<file path="config.mk">
export PLATFORM = sky130hd
export DESIGN_NAME = gru_seq_ctrl
export DESIGN_NICKNAME = d
export VERILOG_FILES = /design/src/rtl/gru_seq_ctrl_pkg.sv /design/src/rtl/gru_vec_serializer.sv /design/src/rtl/gru_seq_ctrl.sv
export SDC_FILE = /design/constraint.sdc
export NUM_CORES = 2
export LEC_CHECK = 0
export ABC_AREA = 1
export ABC_CLOCK_PERIOD_IN_PS = 3800
export CAP_MARGIN = 20
export CELL_PAD_IN_SITES_DETAIL_PLACEMENT = 0
export CELL_PAD_IN_SITES_GLOBAL_PLACEMENT = 2
export CORE_AREA = 2 2 583 585
export CTS_BUF_LIST = sky130_fd_sc_hd__clkbuf_4 sky130_fd_sc_hd__clkbuf_8 sky130_fd_sc_hd__clkbuf_16
export CTS_CLUSTER_SIZE = 28
export DETAILED_ROUTE_END_ITERATION = 10
export DIE_AREA = 0 0 585 587
export PLACE_DENSITY = 0.62
export SETUP_SLACK_MARGIN = 0.05
export SLEW_MARGIN = 20
export SYNTH_ARGS = -nofsm -noshare
export SYNTH_HDL_FRONTEND = slang
export SYNTH_HIERARCHICAL = 1
export SYNTH_SLANG_ARGS = --single-unit
</file>
<file path="constraint.sdc">
create_clock -name clk -period 3.8 [get_ports clk]
set_input_delay 0.76 -clock clk [delete_from_list [all_inputs] [get_ports clk]]
set_output_delay 0.76 -clock clk [all_outputs]
set_load 0.05 [all_outputs]
</file>
<file path="src/rtl/gru_seq_ctrl_pkg.sv">
// gru_pkg: shared element type, width defaults and sequencer state encoding
// for the GRU sequence controller slice.
package gru_pkg;

   localparam int DEF_DATA_WIDTH = 15;
   localparam int DEF_FRAC_BITS  = 9;

   typedef logic signed [DEF_DATA_WIDTH-1:0] fx_t;

   typedef enum logic [2:0] {
      IDLE,
      LOAD_X,
      START,
      WAIT,
      EMIT
   } seq_state_e;

endpackage

</file>
<file path="src/rtl/gru_vec_serializer.sv">
// gru_vec_serializer: loads an N-element vector and streams it out element 0
// first, one element per valid/ready handshake (N >= 2).
module gru_vec_serializer #(
   parameter int N = 16,
   parameter int W = 15
) (
   input  logic                clk,
   input  logic                rst,
   input  logic                load,
   input  logic [N-1:0][W-1:0] vec,
   input  logic                h_ready,
   output logic                h_valid,
   output logic [W-1:0]        h_data,
   output logic                h_last,
   output logic                last_hs
);

   localparam int CNT_W = (N > 2) ? $clog2(N) : 1;

   logic [N-1:0][W-1:0] shreg;
   logic [CNT_W-1:0]    cnt;

   // Element on the output is always the bottom of the shift register.
   assign h_data  = shreg[0];
   assign last_hs = h_valid & h_ready & h_last;

   always_ff @(posedge clk) begin
      if (rst) begin
         shreg   <= '0;
         cnt     <= '0;
         h_valid <= 1'b0;
         h_last  <= 1'b0;
      end else if (load) begin
         shreg   <= vec;
         cnt     <= '0;
         h_valid <= 1'b1;
         h_last  <= 1'b0;
      end else if (h_valid && h_ready) begin
         shreg <= {{W{1'b0}}, shreg[N-1:1]};
         if (h_last) begin
            h_valid <= 1'b0;
            h_last  <= 1'b0;
            cnt     <= '0;
         end else begin
            h_last <= (cnt == CNT_W'(N-2));
            cnt    <= cnt + 1'b1;
         end
      end
   end

endmodule

</file>
<file path="src/rtl/gru_seq_ctrl.sv">
// gru_seq_ctrl: drives a gru_cell_parallel over seq_len timesteps, feeding h_t back
// as h_prev. Define GRU_SEQ_EMIT_ALL_EN to stream every timestep's h_t, not only the last.
//
// state  | meaning
// IDLE   | waiting for seq_start
// LOAD_X | deserialising D input elements into cell_x_t
// START  | one-cycle cell_start
// WAIT   | waiting for cell_done; h_t captured on done
// EMIT   | streaming the hidden state out
module gru_seq_ctrl
   import gru_pkg::*;
#(
   parameter int D          = 64,
   parameter int H          = 16,
   parameter int DATA_WIDTH = DEF_DATA_WIDTH,
   parameter int FRAC_BITS  = DEF_FRAC_BITS,
   parameter int LEN_W      = 8
) (
   input  logic                         clk,
   input  logic                         rst,
   input  logic                         seq_start,
   input  logic [LEN_W-1:0]             seq_len,
   input  logic                         x_valid,
   input  logic signed [DATA_WIDTH-1:0] x_data,
   output logic                         x_ready,
   output logic                         cell_start,
   output logic [D-1:0][DATA_WIDTH-1:0] cell_x_t,
   output logic [H-1:0][DATA_WIDTH-1:0] cell_h_prev,
   input  logic [H-1:0][DATA_WIDTH-1:0] cell_h_t,
   input  logic                         cell_done,
   output logic                         h_valid,
   output logic [DATA_WIDTH-1:0]        h_data,
   output logic                         h_last,
   input  logic                         h_ready,
   output logic                         busy,
   output logic                         seq_done
);

   localparam int IDX_W = $clog2((D > H) ? D : H);
`ifdef GRU_SEQ_EMIT_ALL_EN
   localparam bit EMIT_ALL = 1'b1;
`else
   localparam bit EMIT_ALL = 1'b0;
`endif

   // Fixed-point format only matters to the cell; reject a nonsensical pairing early.
   if (FRAC_BITS >= DATA_WIDTH) begin : g_frac_chk
      $error("FRAC_BITS must be smaller than DATA_WIDTH");
   end

   seq_state_e                  state;
   logic [LEN_W-1:0]            len_q;
   logic [LEN_W-1:0]            t;
   logic [IDX_W-1:0]            idx;
   logic                        last_step;
   logic                        ser_load;
   logic                        ser_last_hs;
   logic [H-1:0][DATA_WIDTH-1:0] ser_vec;

   assign last_step = (t == len_q - LEN_W'(1));
   assign busy      = (state != IDLE);

   // The serializer loads in the same cycle the FSM moves to EMIT, so it sees the
   // value cell_h_prev is about to take rather than the stale register.
   always_comb begin
      ser_load = 1'b0;
      ser_vec  = cell_h_t;
      if (state == IDLE && seq_start && seq_len == '0) begin
         ser_load = !EMIT_ALL;
         ser_vec  = '0;
      end else if (state == WAIT && cell_done) begin
         ser_load = EMIT_ALL || last_step;
      end
   end

   always_ff @(posedge clk) begin
      if (rst) begin
         state       <= IDLE;
         len_q       <= '0;
         t           <= '0;
         idx         <= '0;
         x_ready     <= 1'b0;
         cell_start  <= 1'b0;
         seq_done    <= 1'b0;
         cell_x_t    <= '0;
         cell_h_prev <= '0;
      end else begin
         seq_done   <= 1'b0;
         cell_start <= 1'b0;
         case (state)
            IDLE: begin
               if (seq_start) begin
                  len_q       <= seq_len;
                  t           <= '0;
                  idx         <= '0;
                  cell_h_prev <= '0;
                  if (seq_len == '0) begin
                     if (EMIT_ALL) seq_done <= 1'b1;
                     else          state    <= EMIT;
                  end else begin
                     x_ready <= 1'b1;
                     state   <= LOAD_X;
                  end
               end
            end
            LOAD_X: begin
               if (x_valid) begin
                  cell_x_t[idx] <= x_data;
                  if (idx == IDX_W'(D-1)) begin
                     idx        <= '0;
                     x_ready    <= 1'b0;
                     cell_start <= 1'b1;
                     state      <= START;
                  end else begin
                     idx <= idx + 1'b1;
                  end
               end
            end
            START: state <= WAIT;
            WAIT: begin
               if (cell_done) begin
                  cell_h_prev <= cell_h_t;
                  if (EMIT_ALL || last_step) begin
                     state <= EMIT;
                  end else begin
                     t       <= t + 1'b1;
                     x_ready <= 1'b1;
                     state   <= LOAD_X;
                  end
               end
            end
            EMIT: begin
               if (ser_last_hs) begin
                  if (EMIT_ALL && !last_step) begin
                     t       <= t + 1'b1;
                     x_ready <= 1'b1;
                     state   <= LOAD_X;
                  end else begin
                     seq_done <= 1'b1;
                     state    <= IDLE;
                  end
               end
            end
            default: state <= IDLE;
         endcase
      end
   end

   gru_vec_serializer #(
      .N (H),
      .W (DATA_WIDTH)
   ) u_ser (
      .clk     (clk),
      .rst     (rst),
      .load    (ser_load),
      .vec     (ser_vec),
      .h_ready (h_ready),
      .h_valid (h_valid),
      .h_data  (h_data),
      .h_last  (h_last),
      .last_hs (ser_last_hs)
   );

endmodule

</file>
After elaboration in Yosys (flattened, before gate mapping)

Cells that the tools add are included.

$add $sub $neg: 4
Magnitude comparators: 2
Equal/unequal tests: 14
Multiplexer cells: 41
Bitwise gates (word level): 5
Reduce and logical (&&, ||, !) cells: 24

Operators with widths:

| cell                | count |
|---|---|
| $mux 240            | 5 |
| $bwmux 960          | 1 |
| $pmux 240 s2        | 1 |
| $demux 15 s6        | 1 |
| $mux 8              | 3 |
| $mux 3              | 7 |
| $mux 6              | 3 |
| $pmux 8 s2          | 1 |
| $mux 15             | 1 |
| $pmux 3 s5          | 1 |
| $mux 1              | 14 |
| $ne 2x2->1 const B  | 7 |
| $pmux 6 s2          | 1 |
| $add 8x1->8 const B | 1 |
| $eq 8x8->1          | 1 |
| $logic_not 8->1     | 1 |
| $reduce_bool 2->1   | 4 |
| $sub 8x1->8 const B | 1 |
| $lt 6x7->1 const B  | 1 |
| $reduce_and 7->1    | 1 |
| $add 6x1->6 const B | 1 |
| $eq 3x2->1 const B  | 2 |
| $eq 6x6->1 const B  | 1 |
| $ge 6x1->1 const B  | 1 |
| other kinds (17)    | 29 |

Register bits after elaboration: 1474
Output and inout port bits: 1221
Word-level logic and storage cells: 196

Logic depth before layout (Yosys ltp)

Depth after elaboration: 6
Depth in mapped cells: 20
Mapped depth without buffers: 16

By module

The synthesis kept the hierarchy.

By module, submodules not included:

| module             | instances | cells an instance | area each (µm²) | sequential area each (µm²) |
|---|---|---|---|---|
| gru_seq_ctrl       | 1         | 5898              | 45339.7         | 24583.6 |
| gru_vec_serializer | 1         | 1848              | 11848.9         | 4924.7 |

Worst setup path before layout

Ideal clock, no wire load.

Kind: register to register
Start point: reg len_q[0]
End point: reg u_ser/shreg[15] (netlist bit)
Library setup time: 0.132 ns
Arrival: 2.320 ns
Slack: 1.347 ns
Cell stages (with the launch flop): 18
Path buffers: 4
Clock period less this slack: 2.453 ns
Path through: dfxtp_1 -> inv_1 -> ha_1 -> or2_2 -> nand3_1 -> nor2_1 -> nand2_1 -> nor2_1 -> nand3_1 -> clkbuf_1 -> o22ai_1 -> buf_4 -> inv_4 -> nand2_4 -> buf_6 -> buf_2 -> nand2_1 -> a21oi_1

Word-level cells in the longest chain between the ends: 5

Ends and longest elaborated chain:

| element                                              | line                     | source |
|---|---|---|
| start: declaration                                   | gru_seq_ctrl.sv:52       | `logic [LEN_W-1:0] len_q;` |
| start signal: assignment                             | gru_seq_ctrl.sv:93       | `len_q <= seq_len;` |
| $sub 8x1->8 *                                        | gru_seq_ctrl.sv:60       | `assign last_step = (t == len_q - LEN_W'(1));` |
| $eq 8x8->1 *                                         | gru_seq_ctrl.sv:60       |  |
| $mux 1 *                                             | gru_seq_ctrl.sv:71       | `end else if (state == WAIT && cell_done) begin` |
| $mux 1 *                                             | gru_seq_ctrl.sv:68       | `if (state == IDLE && seq_start && seq_len == '0) begin` |
| via ser_load                                         | gru_seq_ctrl.sv:56       | `logic ser_load;` |
| $mux 240 / $reduce_bool 2->1 (equally long branches) | n/a                      |  |
| end signal: assignment                               | gru_vec_serializer.sv:34 | `shreg <= vec;` |
| end signal: assignment                               | gru_vec_serializer.sv:39 | `shreg <= {{W{1'b0}}, shreg[N-1:1]};` |
| end: declaration                                     | gru_vec_serializer.sv:20 | `logic [N-1:0][W-1:0] shreg;` |

Mark *: on every way through the listed nets, which the timed path passes. The rest lies on a longest branch.
A chain may end at the register's enable or synchronous reset.

Final worst setup path

Start point: reg u_ser.h_valid
End point: out h_valid

RTL lines:

| element                  | line                     | source |
|---|---|---|
| start: declaration       | gru_vec_serializer.sv:12 | `output logic h_valid,` |
| start signal: assignment | gru_vec_serializer.sv:31 | `h_valid <= 1'b0;` |
| start signal: assignment | gru_vec_serializer.sv:36 | `h_valid <= 1'b1;` |
| start signal: assignment | gru_vec_serializer.sv:41 | `h_valid <= 1'b0;` |
| end: declaration         | gru_seq_ctrl.sv:31       | `output logic h_valid,` |

No word-level cell between the ends.

==> flow_summary_export.csv <==
group,metric,value,unit
clocking,post_cts_resize_count,0,
sta,tightestPinTransition,1.192,ns
synthesis,yosys.area_share.adder,0.001094,
final_layout,post_route_cells_drive_above_1_share,0.06426,
grt,gr-usage-all-layers,0.1706,
final_layout,layout.cells.most_common,"sky130_fd_sc_hd__nand2_1",
grt,first_global_vias,53140,
clocking,cts.sinks,1474,
route,avgViaCountPerCell,4.059,
route,initialDrtViolationCount,3552,
critical_path,critPathLaunchType,"flop",
clocking,clockBufferDepth,4,
synthesis,synth_top_family_by_area,"compound AO/OA/AOI/OAI gates",
synthesis,count_of_mapped_cells_out_of_synthesis,7746,
worst_hold_path,worst_hold_path.endpoint,"cell_h_prev[200]",
floorplanning,design.portCount,1490,
power_and_ir_drop,comb_power_share,0.095,
placed_design,placed_cell_area,76750,um^2
critical_path,worstPathArrival,2.31,ns
final_layout,design.final.nets,9205,
synthesis,netlist_area_before_placement,57190,um^2
placed_design,portBuffers,1489,
synthesis,ys_types,34,
sta,final.setup.worst_slack,0.7329,ns
sta,fmax,326.0,MHz
floorplanning,initial_utilization,0.1692,
floorplanning,std_cell_rows,214,
power_and_ir_drop,power_frac_seq,0.416,
critical_path,crit_family,"buffers and inverters",
power_and_ir_drop,power.static_leakage,29.48,nW
sta,max_slew_margin,0.2051,
floorplanning,die_area,343400,um^2
synthesis,syn-num-nets,8020,
floorplanning,core_area,337900,um^2
sta,max_slew_violation_total_from_the_final_report,0,
sta,setup-violations-final,0,
final_layout,layout.cell_area.non_filler,83080,um^2
grt,grt_start_max_net_pins,169,
synthesis,ys_seq_area_frac,0.5160,
power_and_ir_drop,net-switching-power,0.01025,W
synthesis,yosys_warnings,6,
critical_path,cpMaxStageDelayCell,"sky130_fd_sc_hd__clkdlybuf4s50_1",
route,routed_length_per_instance,22.60,um
placed_design,detailedPlace.worstSlack,0.01882,ns
placed_design,routability_congestion_estimate_from_global_placement,0.8026,
synthesis,synth-compound-area-share,0.2145,
critical_path,critPathKind,"reg -> out",
clocking,cts_buffers,185,
sta,finalHoldViolations,0,
worst_hold_path,worst_hold_startpoint,"rst",
power_and_ir_drop,sw_frac_of_total,0.2718,
synthesis,yosys_register_bits,1474,
clocking,clkLatencyLatePin,0.86,ns
critical_path,crit_required,3.04,ns
critical_path,timing.critical_path.to_type,"primary output",
critical_path,timing.critical_path.fanout_max,4,
clocking,cts_hold_buf,0,
critical_path,critical_path_buffers_and_inverters,1,
route,first_pass_iters,8,
synthesis,syn_avg_cell_area,7.383,um^2
power_and_ir_drop,post-layout-total-power,0.03770,W
run_status,run_status,"finished, final reports clean",
sta,period_share,0.8071,
sta,finalSetupTns,0,ns
sta,timing.final.crit_period,3.067,ns
worst_hold_path,hold_path_depth,2,
synthesis,synth_xor_xnor_area_share,0.001225,
job,max-cap-violations,0,
route,route.detailed.drc,0,
critical_path,regToRegSetupSlack,0.74,ns
critical_path,max_stage_delay,0.98,ns
route,final_antenna_net_count,0,
critical_path,worst_r2r_startpoint,"len_q[0]",
power_and_ir_drop,power_density,453.8,nW/um^2
power_and_ir_drop,power_report.internal_total,0.02745,W
grt,antenna_found_initial,41,
final_layout,area_growth,45.27,%
clocking,clk_pin_slew,0.06,ns
synthesis,multiplexer_area_fraction_after_synthesis,0,
final_layout,mostFrequentLayoutCells,"sky130_fd_sc_hd__nand2_1 (1522), sky130_fd_sc_hd__dfxtp_1 (1474), sky130_fd_sc_hd__clkdlybuf4s50_1 (1472), sky130_fd_sc_hd__a21oi_1 (1469), sky130_fd_sc_hd__inv_1 (994)",
critical_path,worst-r2r-cell-count,16,
worst_hold_path,worst_hold_path_type,"in -> reg",
sta,grt_setup_unrepaired,"false",
floorplanning,dieHeight,587,um
clocking,htree_levels,4,
sta,max_clock_skew,0.07977,ns
grt,overflow,0,
critical_path,path_cells,"clkdlybuf4s50_1",
power_and_ir_drop,vdd_drop_max,391.9,uV
critical_path,worst_r2r_dst,"u_ser/shreg[207]",
power_and_ir_drop,power.share.clock,0.490,
route,wirelength,308000,um
synthesis,synthSimpleGateAreaFrac,0.1479,
floorplanning,fp.dieW,585,um
clocking,cts_root_buffer,"sky130_fd_sc_hd__clkbuf_16",
grt,first_pass_grt_wire_length,423800,um
clocking,cts_tree,"yes",
clocking,cts.repair_timing.setup_buffer_count,0,
route,routed-via-count,55320,
placed_design,place_hpwl,223300,um
[final cells by class]
| cell class | instances | area, um^2 |
|---|---|---|
| diodes | 18 | 45.04 |
| fillers | 37140 | 254800 |
| inverters | 1022 | 3862 |
| flip-flops and latches | 1474 | 29510 |
| multi-input cells | 4577 | 20980 |
| clock buffers | 272 | 5595 |
| repair buffers | 1671 | 16730 |
| clock inverters | 57 | 681.9 |
| well taps | 4536 | 5675 |
[Yosys cell counts]
master	instances	area, um^2
sky130_fd_sc_hd__o21ai_1	3	15.01
sky130_fd_sc_hd__clkbuf_1	429	1610
sky130_fd_sc_hd__a31oi_1	1	6.260
sky130_fd_sc_hd__clkinv_1	18	67.56
sky130_fd_sc_hd__nor3_2	1	10.01
sky130_fd_sc_hd__nor4_1	9	56.30
sky130_fd_sc_hd__buf_4	61	457.9
sky130_fd_sc_hd__or2_2	2	12.51
sky130_fd_sc_hd__nor4_2	1	12.51
sky130_fd_sc_hd__o22ai_1	1	6.260
sky130_fd_sc_hd__nor2_2	1	6.260
sky130_fd_sc_hd__buf_6	2	22.52
sky130_fd_sc_hd__inv_4	1	6.260
sky130_fd_sc_hd__buf_1	8	30.03
sky130_fd_sc_hd__nor2_1	287	1077
sky130_fd_sc_hd__nor3_4	7	113.9
sky130_fd_sc_hd__a21oi_1	1469	7352
sky130_fd_sc_hd__nor2_8	1	20.02
sky130_fd_sc_hd__ha_1	5	62.56
sky130_fd_sc_hd__xor2_1	7	61.31
sky130_fd_sc_hd__nand4_1	6	37.54
sky130_fd_sc_hd__buf_2	173	865.8
sky130_fd_sc_hd__a211oi_1	2	15.01
sky130_fd_sc_hd__dfxtp_1	1474	29510
sky130_fd_sc_hd__nand2_1	1523	5717
sky130_fd_sc_hd__and2_1	1	6.260
sky130_fd_sc_hd__xnor2_1	1	8.760
sky130_fd_sc_hd__nor3_1	10	50.05
sky130_fd_sc_hd__nand2_2	1	6.260
sky130_fd_sc_hd__inv_2	8	30.03
sky130_fd_sc_hd__o21ai_0	973	4870
sky130_fd_sc_hd__nand2_4	1	11.26
sky130_fd_sc_hd__nand3_1	264	1321
sky130_fd_sc_hd__inv_1	995	3735
[worst max-delay path by stage]
stage,startpoint,slack [ns],end,cells after the start
3_3_place_gp,seq_len[7],0.06,u_ser/shreg[124],11
2_1_floorplan,len_q[0],1.35,u_ser/shreg[15],17
5_1_grt,len_q[0],0.47,u_ser/shreg[201],16
4_1_cts,cell_x_t[45],0.60,cell_x_t[45],1
3_5_place_dp,seq_len[7],0.02,u_ser/shreg[158],11
6_report,u_ser/h_valid,0.73,h_valid,1
[layer usage]
| layer | wire, um | GRT usage |
|---|---|---|
| met1 | 130400 | 0.2113 |
| met2 | 144300 | 0.2851 |
| met3 | 24170 | 0.04916 |
| met4 | 9040 | 0.04892 |
| met5 | 41 | 0 |
[per-stage QoR]
| step | instances | util | hold slack [ns] |
|---|---|---|---|
| after floorplan | 7746 | - | 0.4479 |
| after global routing | 13610 | 0.2458 | 0.2868 |
| after CTS | 13610 | 0.2457 | 0.2450 |
| after global placement | 13280 | 0.2271 | 0.4303 |
| after detailed placement | 13280 | 0.2271 | 0.4337 |
| final | 13630 | 0.2459 | 0.3159 |
[power by group through the flow]
stage          clock network, W  logic [W]  registers, W
6_report                 0.0185    0.00356        0.0157
5_1_grt                  0.0196    0.00386        0.0157
4_1_cts                  0.0191    0.00367        0.0157
3_5_place_dp                  0    0.00365        0.0160
3_3_place_gp                  0    0.00365        0.0160
2_1_floorplan                 0    0.00154        0.0163
[flip-flops by register name, summed over array words and instances, names as in the netlist, 3 cells and up]
name and flops:
cell_h_prev 240, cell_x_t 960, idx 6, len_q 8
state 3, t 8, u_ser/cnt 4, u_ser/h_data 15
u_ser/shreg 225
[logic make-up (layout without fill, tap and decap cells)]
logic type,count (synthesis),after routing
flops,1474,1474
buf+inv,1695,3022
other cells,0,18
simple gates,2115,2115
xor+xnor,8,8
compound gates,2449,2449
fa+ha+maj,5,5
(Power assumes the default switching activity.)
